File: src/rtl/tl45_dprf.sv
// TL45 general-purpose register file: two combinational read ports, one commit port,
// a registered forwarding bus and a clear sequencer that zeroes the file entry by entry.
module tl45_dprf #(
   parameter int XLEN = 32,
   parameter int AW   = 4
) (
   input  logic            i_clk,
   input  logic            i_reset,
   input  logic [AW-1:0]   i_read_a1,
   input  logic [AW-1:0]   i_read_a2,
   output logic [XLEN-1:0] o_d1,
   output logic [XLEN-1:0] o_d2,
   input  logic            i_wr_en,
   input  logic [AW-1:0]   i_wr_reg,
   input  logic [XLEN-1:0] i_wr_data,
   output logic [AW-1:0]   o_of_reg,
   output logic [XLEN-1:0] o_of_data,
   input  logic            i_clear,
   output logic            o_busy
);

   localparam int NREG = 2**AW;
   localparam logic [AW-1:0] LAST_IDX = {AW{1'b1}};

   typedef enum logic {
      ST_IDLE  = 1'b0,
      ST_CLEAR = 1'b1
   } state_t;

   state_t          state_q;
   logic [AW-1:0]   cnt_q;
   logic            busy_q;
   logic [AW-1:0]   of_reg_q;
   logic [XLEN-1:0] of_data_q;
   logic [XLEN-1:0] rf_q [NREG];

   // Commit contract: i_wr_en is a one-cycle strobe with no back-pressure; the
   // parent must hold the pipe while o_busy is high, since commits are then dropped.
   // A commit also loses to a same-cycle i_clear and never touches entry 0.
   logic commit;
   assign commit = i_wr_en && (i_wr_reg != '0) && (state_q == ST_IDLE) && !i_clear;

   assign o_d1 = ((i_read_a1 == '0) || (state_q == ST_CLEAR)) ? '0 :
                 (commit && (i_wr_reg == i_read_a1))          ? i_wr_data :
                                                                rf_q[i_read_a1];

   assign o_d2 = ((i_read_a2 == '0) || (state_q == ST_CLEAR)) ? '0 :
                 (commit && (i_wr_reg == i_read_a2))          ? i_wr_data :
                                                                rf_q[i_read_a2];

   always_ff @(posedge i_clk or posedge i_reset) begin
      if (i_reset) begin
         for (int i = 0; i < NREG; i++) begin
            rf_q[i] <= '0;
         end
      end else begin
         for (int i = 1; i < NREG; i++) begin
            if (commit && (i_wr_reg == AW'(i))) begin
               rf_q[i] <= i_wr_data;
            end else if ((state_q == ST_CLEAR) && (cnt_q == AW'(i))) begin
               rf_q[i] <= '0;
            end
         end
      end
   end

   // Sequencer and forwarding bus share one register stage so o_busy and the
   // forward both change on the same edge that starts or ends a clear.
   always_ff @(posedge i_clk or posedge i_reset) begin
      if (i_reset) begin
         state_q   <= ST_IDLE;
         cnt_q     <= '0;
         busy_q    <= 1'b0;
         of_reg_q  <= '0;
         of_data_q <= '0;
      end else begin
         of_reg_q  <= commit ? i_wr_reg  : '0;
         of_data_q <= commit ? i_wr_data : '0;
         case (state_q)
            ST_IDLE: begin
               if (i_clear) begin
                  state_q <= ST_CLEAR;
                  cnt_q   <= AW'(1);
                  busy_q  <= 1'b1;
               end
            end
            ST_CLEAR: begin
               if (cnt_q == LAST_IDX) begin
                  state_q <= ST_IDLE;
                  cnt_q   <= '0;
                  busy_q  <= 1'b0;
               end else begin
                  cnt_q <= cnt_q + AW'(1);
               end
            end
            default: begin
               state_q <= ST_IDLE;
               cnt_q   <= '0;
               busy_q  <= 1'b0;
            end
         endcase
      end
   end

   assign o_of_reg  = of_reg_q;
   assign o_of_data = of_data_q;
   assign o_busy    = busy_q;

endmodule

File: config.mk
export PLATFORM = sky130hd
export DESIGN_NAME = tl45_dprf
export DESIGN_NICKNAME = d
export VERILOG_FILES = /design/src/rtl/tl45_dprf.sv
export SDC_FILE = /design/constraint.sdc
export NUM_CORES = 1
export LEC_CHECK = 0
export BUFFER_PORTS_ARGS = -buffer_cell sky130_fd_sc_hd__buf_2
export CAP_MARGIN = 20
export CORE_MARGIN = 5
export CORE_UTILIZATION = 40
export CTS_BUF_LIST = sky130_fd_sc_hd__clkbuf_8
export CTS_CLUSTER_SIZE = 25
export DETAILED_ROUTE_END_ITERATION = 6
export PLACE_DENSITY_LB_ADDON = 0.08
export RECOVER_POWER = 25
export SETUP_SLACK_MARGIN = 0.1
export SYNTH_ARGS = -nofsm -noshare
export SYNTH_HDL_FRONTEND = slang
export SYNTH_SLANG_ARGS = --single-unit
File: constraint.sdc
create_clock -name i_clk -period 24.2 [get_ports i_clk]
set_input_delay 0 -clock i_clk [delete_from_list [all_inputs] [get_ports i_clk]]
set_output_delay 0 -clock i_clk [all_outputs]
set_load 0.02 [all_outputs]
; After elaboration in Yosys (flattened, before gate mapping)
; Cells that the tools add are included.
[classes]
n_lt_le_gt_ge = 2
mux = 51
n_reduce_logical = 57
add_sub_neg = 1
bitwise = 3
eq_ne = 34
[op_table]
columns = operator, count
row1 = two-way mux 32 bit, 39
row2 = binary-select mux 32 bit (select 4 bit), 2
row3 = "== test 4 bit, second input constant", 16
row4 = logical AND 1 bit, 35
row5 = "== test 4 x 3 -> 1 bit, second input constant", 8
row6 = nonzero test 2 bit, 15
row7 = "== test 4 x 2 -> 1 bit, second input constant", 4
row8 = two-way mux 4 bit, 3
row9 = "greater-or-equal comparator 5 bit, second input constant", 2
row10 = NOT 4 -> 5 bit, 2
row11 = "== test 4 x 1 -> 1 bit, second input constant", 2
row12 = == test 4 bit, 2
row13 = zero test 4 bit, 2
row14 = one-hot mux 4 bit (2 select lines), 1
row15 = "adder 4 x 1 -> 4 bit, second input constant", 1
row16 = two-way mux 1 bit, 4
row17 = one-hot mux 1 bit (2 select lines), 2
row18 = nonzero test 4 bit, 1
row19 = logical OR 1 bit, 2
row20 = "inequality test 2 x 1 -> 1 bit, second input constant", 1
row21 = "inequality test 2 bit, second input constant", 1
row22 = AND reduction 2 bit, 1
row23 = zero test 1 bit, 1
row24 = NOT 1 bit, 1
[totals]
elab_cells = 168
register_bits = 522
inputBits = 48

; Logic depth before layout (Yosys ltp)
; Gate-level depths: netlist of run 1.
[logic_depth]
word_depth = 7
ltp_mapped = 9

; Least setup slack after synthesis of run 1
; Ideal clock, no wire load.
[synth_timing]
path_kind = reg2out
from = register state_q
to = output port o_d1[10]
arrival_time_ns = 1.946
slack_ns = 22.254
stages_incl_launch_ff = 8
cell_sequence = dfrtp_1 > buf_6 > nor3b_4 > o41ai_1 > buf_2 > or2_2 > buf_2 > a21oi_1
[synth_between]
elab_chain_len = 6
[synth_lines]
columns = element, line
row1 = "start, declared", 30  ; state_t state_q;
row2 = "start signal, assigned", 71  ; state_q <= ST_IDLE;
row3 = "start signal, assigned", 82  ; state_q <= ST_CLEAR;
row4 = "start signal, assigned", 89  ; state_q <= ST_IDLE;
row5 = NOT 1 bit, --
row6 = logical AND 1 bit (2 in series), 41  ; assign commit = i_wr_en && (i_wr_reg != '0) && (state_q == ST_IDLE) && !i_clear;
row7 = logical AND 1 bit, 44  ; (commit && (i_wr_reg == i_read_a1)) ? i_wr_data :
row8 = two-way mux 32 bit, 44
row9 = two-way mux 32 bit *, 43  ; assign o_d1 = ((i_read_a1 == '0) || (state_q == ST_CLEAR)) ? '0 :
row10 = "end, declared", 11  ; output logic [XLEN-1:0] o_d1,
; Every way passes the cells marked *; elsewhere a longest branch is shown, timed or not.

==> results of run 1 <==
==> metrics by stage <==
stage / power [mW] / utilization, % / hold WS [ns] / instances
after floorplan: 1.26 / - / 0.159 / 2096
after global placement: 1.45 / 42.4 / 0.180 / 2975
after detailed placement: 1.46 / 42.4 / 0.181 / 2975
after CTS: 2.31 / 45.7 / 0.0502 / 3189
after global routing: 2.38 / 45.6 / 0.0933 / 3192
final: 2.30 / 45.6 / 0.118 / 3192
==> logic make-up (layout without fill, tap and decap cells) <==
| group | Yosys count | after routing | share of synthesized area, % |
|---|---|---|---|
| compound gates | 792 | 792 | 24.1 |
| xor+xnor | 8 | 8 | 0.253 |
| fa+ha+maj | 4 | 4 | 0.181 |
| buf+inv | 299 | 462 | 5.43 |
| flops | 522 | 522 | 47.1 |
| mux | 358 | 358 | 20.9 |
| other cells | 0 | 2 | 0 |
| simple gates | 113 | 113 | 2.02 |
==> layer usage <==
metal | share of wire, % | wire (um) | vias up
met1 | 41 | 45700 | 11600
met2 | 46 | 51600 | 1382
li1 | - | - | 8641
met4 | 4.7 | 5270 | 2
met5 | 0.0098 | 11 | -
met3 | 9.0 | 10200 | 302
==> cell usage after synthesis (all sizes together), types with 5 or more instances <==
cell type	number	area, sq um
buf	157	973
a221oi	40	350
xnor2	8	70.1
a22oi	39	293
o21a	14	105
nand2b	6	37.5
nor3	5	35.0
nor2b	9	56.3
o31ai	41	308
nand2	51	191
o21ai	5	25.0
o21bai	14	105
dfrtp	522	13100
mux2i	76	761
a221o	26	260
a21oi	57	293
a2bb2oi	14	123
nor2	16	60.1
mux4	165	3720
a32oi	11	141
mux2	117	1320
clkbuf	106	398
and2	10	62.6
inv	36	135
a32o	9	90.1
o2bb2ai	32	280
a22o	460	4030
o221ai	9	78.8
o31a	11	96.3
==> layout by cell type (no fill, tap or decap), types with 4 or more instances in the layout <==
cell,synthesis,final
dfrtp_1,522,522
a22o_1,460,460
mux4_2,165,165
mux2_2,117,117
clkbuf_8,0,116
buf_2,91,104
mux2i_1,76,76
buf_4,50,63
a21oi_1,55,55
nand2_1,51,51
dlygate4sd3_1,0,43
clkbuf_1,106,42
o31ai_1,41,41
a221oi_1,40,40
inv_1,4,39
a22oi_1,39,38
o2bb2ai_1,32,32
inv_2,32,32
a221o_1,26,26
clkinv_2,0,16
o21bai_1,14,14
a2bb2oi_1,14,14
o21a_1,14,13
nor2_4,0,11
a32oi_4,0,11
o31a_1,11,11
o221ai_1,9,9
a32o_1,9,9
and2_1,10,8
xnor2_1,8,8
nand2b_1,6,6
nor2b_1,9,5
o21ai_0,5,5
nor2_1,16,4
nand4_1,4,4
ha_1,4,4
==> critical path: cells and delay by family <==
family   cells  cell delay [ns]
buf+inv      5             9.86
==> how the worst max path moves through the flow <==
| stage | to | depth (start not counted) | slack (ns) | start |
|---|---|---|---|---|
| after floorplan | cnt_q[0]$_DFFE_PP0P_ | 1 | 9.62 | i_reset |
| after global placement | o_d1[28] | 7 | 20.10 | i_read_a1[0] |
| after detailed placement | o_d1[28] | 7 | 20.06 | i_read_a1[0] |
| after CTS | o_d2[16] | 7 | 19.94 | state_q$_DFF_PP0_ |
| after global routing | o_of_data[18]$_DFF_PP0_ | 5 | 10.17 | i_reset |
| final | rf_q[114]$_DFFE_PP0P_ | 5 | 12.76 | i_reset |
==> area by class of cell <==
cell class,instances,area [sq um]
clock buffer,115,1580
tap,931,1160
fill,6285,37400
inverter,36,136
sequential,522,13100
antenna,2,5.00
clock inverter,56,268
multi-input combinational,1275,13500
timing repair buffer,255,1620
==> where the power goes <==
part / internal (mW) / switching (mW) / total, mW
Clock: 0.439 / 0.397 / 0.836
Sequential: 0.931 / 0.0509 / 0.982
Combinational: 0.162 / 0.317 / 0.479
Total: 1.53 / 0.765 / 2.30
==> impl_metrics.tcl, run 1 <==
set metrics [dict create \
    worst_pin_slew_ns 8.63 \
    met1_usage_pct 41.0 \
    fin_ws_ns 12.76 \
    critPathCaptureType "asynchronous set/reset pin" \
    fin_nets 2238 \
    drive_above_1_share_pct 29.4 \
    cp_common_cell "dlygate4sd3_1" \
    start_util_pct 40.3 \
    grtUsageTotal_pct 29.7 \
    die_h_um 273 \
    cp_cell_sequence "dlygate4sd3_1, buf_2, dlygate4sd3_1, clkinvlp_2, clkbuf_1" \
    postPlaceCellArea_sq_mm 0.0291 \
    synth_nets 2148 \
    use_met3_pct 6.39 \
    fin_skew_ns 0.0220 \
    violations "capacitance limit, slew limit" \
    postCtsSetupRepairBufs 0 \
    routed_via_density 6.88 \
    drv_cap 6 \
    die_area_sq_mm 0.0747 \
    worst_ir_drop_vdd_mv 0.0422 \
    rows 96 \
    ant_nets 0 \
    grt_pass1_vias 22800 \
    critPathLaunchType "input port" \
    finalSetupViolations 0 \
    ff2ff_setup_slack_ns 19.44 \
    holdBufCountCts 43 \
    max_stage_delay_ns 6.17 \
    grt_busiest_layer "met2" \
    status "complete, but fails checks" \
    path_class "input port to asynchronous set/reset pin" \
    cts_max_path_buffers 3 \
    place_ws_ns 20.06 \
    clk_latency_ns 0.70 \
    dp_hpwl_um 59700 \
    drtIter0Drc 2379 \
    via_count 22000 \
    ys.flop_type "dfrtp_1" \
    drc 0 \
    r2r_cells 6 \
    cts-root-buf "clkbuf_8" \
    gr-usage-met2_pct 45.7 \
    hold_end "rf_q[124]$_DFFE_PP0P_" \
    htree_num_levels 3 \
    syn_area_per_cell_sq_um 13.2 \
    post_drt_wl_per_cell_um 35.3 \
    cts_tree "yes" \
    antenna_found_initial 4 \
    leakagePower_nw 14.0 \
    fin_crit_ns 11.44 \
    rsz0062_at_grt "no" \
    critPathSlowestCell "clkbuf_1" \
    regMostFlops "rf_q" \
    overflow 0 \
    core_area_sq_mm 0.0687 \
    die_w_um 273 \
    rr_startpoint "state_q$_DFF_PP0_" \
    regToRegEndpoint "rf_q[272]$_DFFE_PP0P_" \
    area_growth_pct 12.9 \
    yosys_warnings 32 \
    hold_class "input port to flip-flop" \
    cts_buffers 96 \
    setup-tns-final_ns 0 \
    crit_arrival_ns 10.07 \
    wl_um 113000 \
    grt_max_degree 160 \
    synth_cells 2096 \
    clock-sinks 522 \
    powerDensity_mw_per_mm2 73.3 \
    worstPathMaxFanout 159 \
    synth-seq-area-share_pct 47.1 \
    ios 149 \
    firstDrtPassIters 7 \
    async_reset_ff_share_pct 100 \
    yosysUniqueCellTypes 53 \
    finalHoldViolCount 0 \
    design_area_sq_mm 0.0313 \
    gp_congestion 0.815 \
    placement.io_buffers 148 \
    cts.clk_slew.worst_paths_ns 0.06 \
    min_delay_path_depth 4 \
    period_share_pct 47.3 \
    synth-edff-count 0 \
    min_from "i_wr_en" \
    ctsResizeCount 0 \
    critPathRequiredTime_ns 22.83 \
    largest_register_ff_count 480 \
    fmax_mhz 87.4 \
    slew_headroom_pct -476 \
    netlist_area_sq_mm 0.0277 \
    grt_pass1_wl_um 164000 \
    maxSlewViolCount 409 \
    synth_seq_cells 522 \
]
No activity file was read; power rests on OpenSTA's default activity.
==> inputs of run 2 (changes only) <==
Clock period 24.2 ns to 11.8 ns, I/O delays scaled along.
==> impl_metrics.tcl, run 2 (synthesis gave the netlist of run 1 again) <==
set metrics [dict create \
    powerDensity_mw_per_mm2 152 \
    place_ws_ns 8.28 \
    placement.io_buffers 148 \
    cts-root-buf "clkbuf_8" \
    crit_arrival_ns 4.90 \
    max_stage_delay_ns 1.53 \
    clk_latency_ns 0.70 \
    ctsResizeCount 0 \
    regToRegEndpoint "rf_q[223]$_DFFE_PP0P_" \
    drc 0 \
    critPathSlowestCell "nor3b_1" \
    antenna_found_initial 4 \
    leakagePower_nw 14.1 \
    grtUsageTotal_pct 29.6 \
    grt_pass1_wl_um 163000 \
    ios 149 \
    holdWs_ns 0.162 \
    regMostFlops "rf_q" \
    nFillCells 6271 \
    fin_crit_ns 4.90 \
    grt_max_degree 168 \
    fin_nets 2236 \
    drtIter0Drc 2445 \
    cp.buffers_inverters 3 \
    post_drt_wl_per_cell_um 35.1 \
    cp_cell_sequence "nor3b_1, o41ai_2, buf_4, buf_4, or2_2, a21oi_1, buf_2" \
    fmax_mhz 204 \
    ff2ff_setup_slack_ns 7.32 \
    firstDrtPassIters 5 \
    fin_skew_ns 0.0214 \
    slew_headroom_pct -165 \
    critPathRequiredTime_ns 11.80 \
    min_delay_path_depth 4 \
    drive_above_1_share_pct 29.4 \
    start_util_pct 40.3 \
    die_w_um 273 \
    period_share_pct 41.5 \
    htree_num_levels 3 \
    wl_um 112000 \
    gp_congestion 0.807 \
    finalHoldViolCount 0 \
    rows 96 \
    postPlaceCellArea_sq_mm 0.0291 \
    maxSlewViolCount 161 \
    final_cell_mix "dfrtp_1, a22o_1, mux4_2" \
    critPathLaunchType "flip-flop" \
    violations "capacitance limit, slew limit" \
    timing.critical_path.max_delay_family "simple AND/OR/NAND/NOR gates" \
    core_area_sq_mm 0.0687 \
    cts.clk_slew.worst_paths_ns 0.06 \
    setup-tns-final_ns 0 \
    ant_nets 0 \
    r2r_cells 6 \
    total_power_mw 4.75 \
    cts_buffers 94 \
    via_count 21900 \
    cts_max_path_buffers 3 \
    postCtsSetupRepairBufs 0 \
    rsz0062_at_grt "no" \
    holdBufCountCts 42 \
    min_from "i_clear" \
    die_h_um 273 \
    routed_via_density 6.85 \
    design_area_sq_mm 0.0314 \
    worst_pin_slew_ns 3.97 \
    status "complete, but fails checks" \
    dp_hpwl_um 60600 \
    worst_ir_drop_vdd_mv 0.0833 \
    finalSetupViolations 0 \
    path_class "flip-flop to output pin" \
    grt_pass1_vias 22700 \
    mostFrequentLayoutCell "dfrtp_1" \
    hold_end "o_busy$_DFFE_PP0P_" \
    cts_tree "yes" \
    area_growth_pct 13.2 \
    clock-sinks 522 \
    critPathCaptureType "output pin" \
    rr_startpoint "state_q$_DFF_PP0_" \
    largest_register_ff_count 480 \
    die_area_sq_mm 0.0747 \
    cp_common_cell "buf_4" \
    worstPathMaxFanout 25 \
    hold_class "input port to flip-flop" \
    drv_cap 4 \
    overflow 0 \
    fin_ws_ns 6.90 \
]
-- run 2: report_power, final --
group          internal, mW  switching (mW)
clock network         0.944           0.814
registers              1.91           0.103
logic                 0.332           0.652
total                  3.18            1.57
-- run 2: layout make-up --
class / count / area (sq um) / area share [%]
antenna: 1 / 2.50 / 0.00798
clock buffer: 115 / 1580 / 5.05
clock inverter: 55 / 318 / 1.01
inverter: 36 / 139 / 0.443
multi-input combinational: 1275 / 13500 / 42.9
sequential: 522 / 13100 / 41.6
tap: 931 / 1160 / 3.71
timing repair buffer: 255 / 1640 / 5.22
-- run 2: layer usage --
metal | part of all wire (%) | global-route usage, %
met4 | 4.4 | 12.0
met5 | 0 | 0
met2 | 46 | 45.7
met1 | 41 | 41.0
met3 | 8.6 | 6.08
-- run 2: per-stage QoR --
step	util (%)	cells
floorplan	-	2096
global placement	42.4	2975
detailed placement	42.4	2975
CTS	45.7	3187
global route	45.7	3190
finish	45.7	3190
-- run 2: tightest hold or removal path, stage by stage --
cell and delay, ns:
dlygate4sd3_1 0.52, buf_2 0.12, nor2_1 0.04, a21oi_1 0.11
-- run 2: how the worst max path moves through the flow --
stage                     slack [ns]                    end         startpoint  cells past startpoint
after detailed placement        8.28                o_d2[3]       i_read_a2[1]                      8
final                           6.90               o_d1[29]  state_q$_DFF_PP0_                      7
after CTS                       7.90               o_d1[23]  state_q$_DFF_PP0_                      7
after global placement          8.29               o_d1[23]       i_read_a1[1]                      8
after floorplan                 4.71   cnt_q[0]$_DFFE_PP0P_            i_reset                      1
after global routing            6.27  rf_q[203]$_DFFE_PP0P_            i_reset                      6
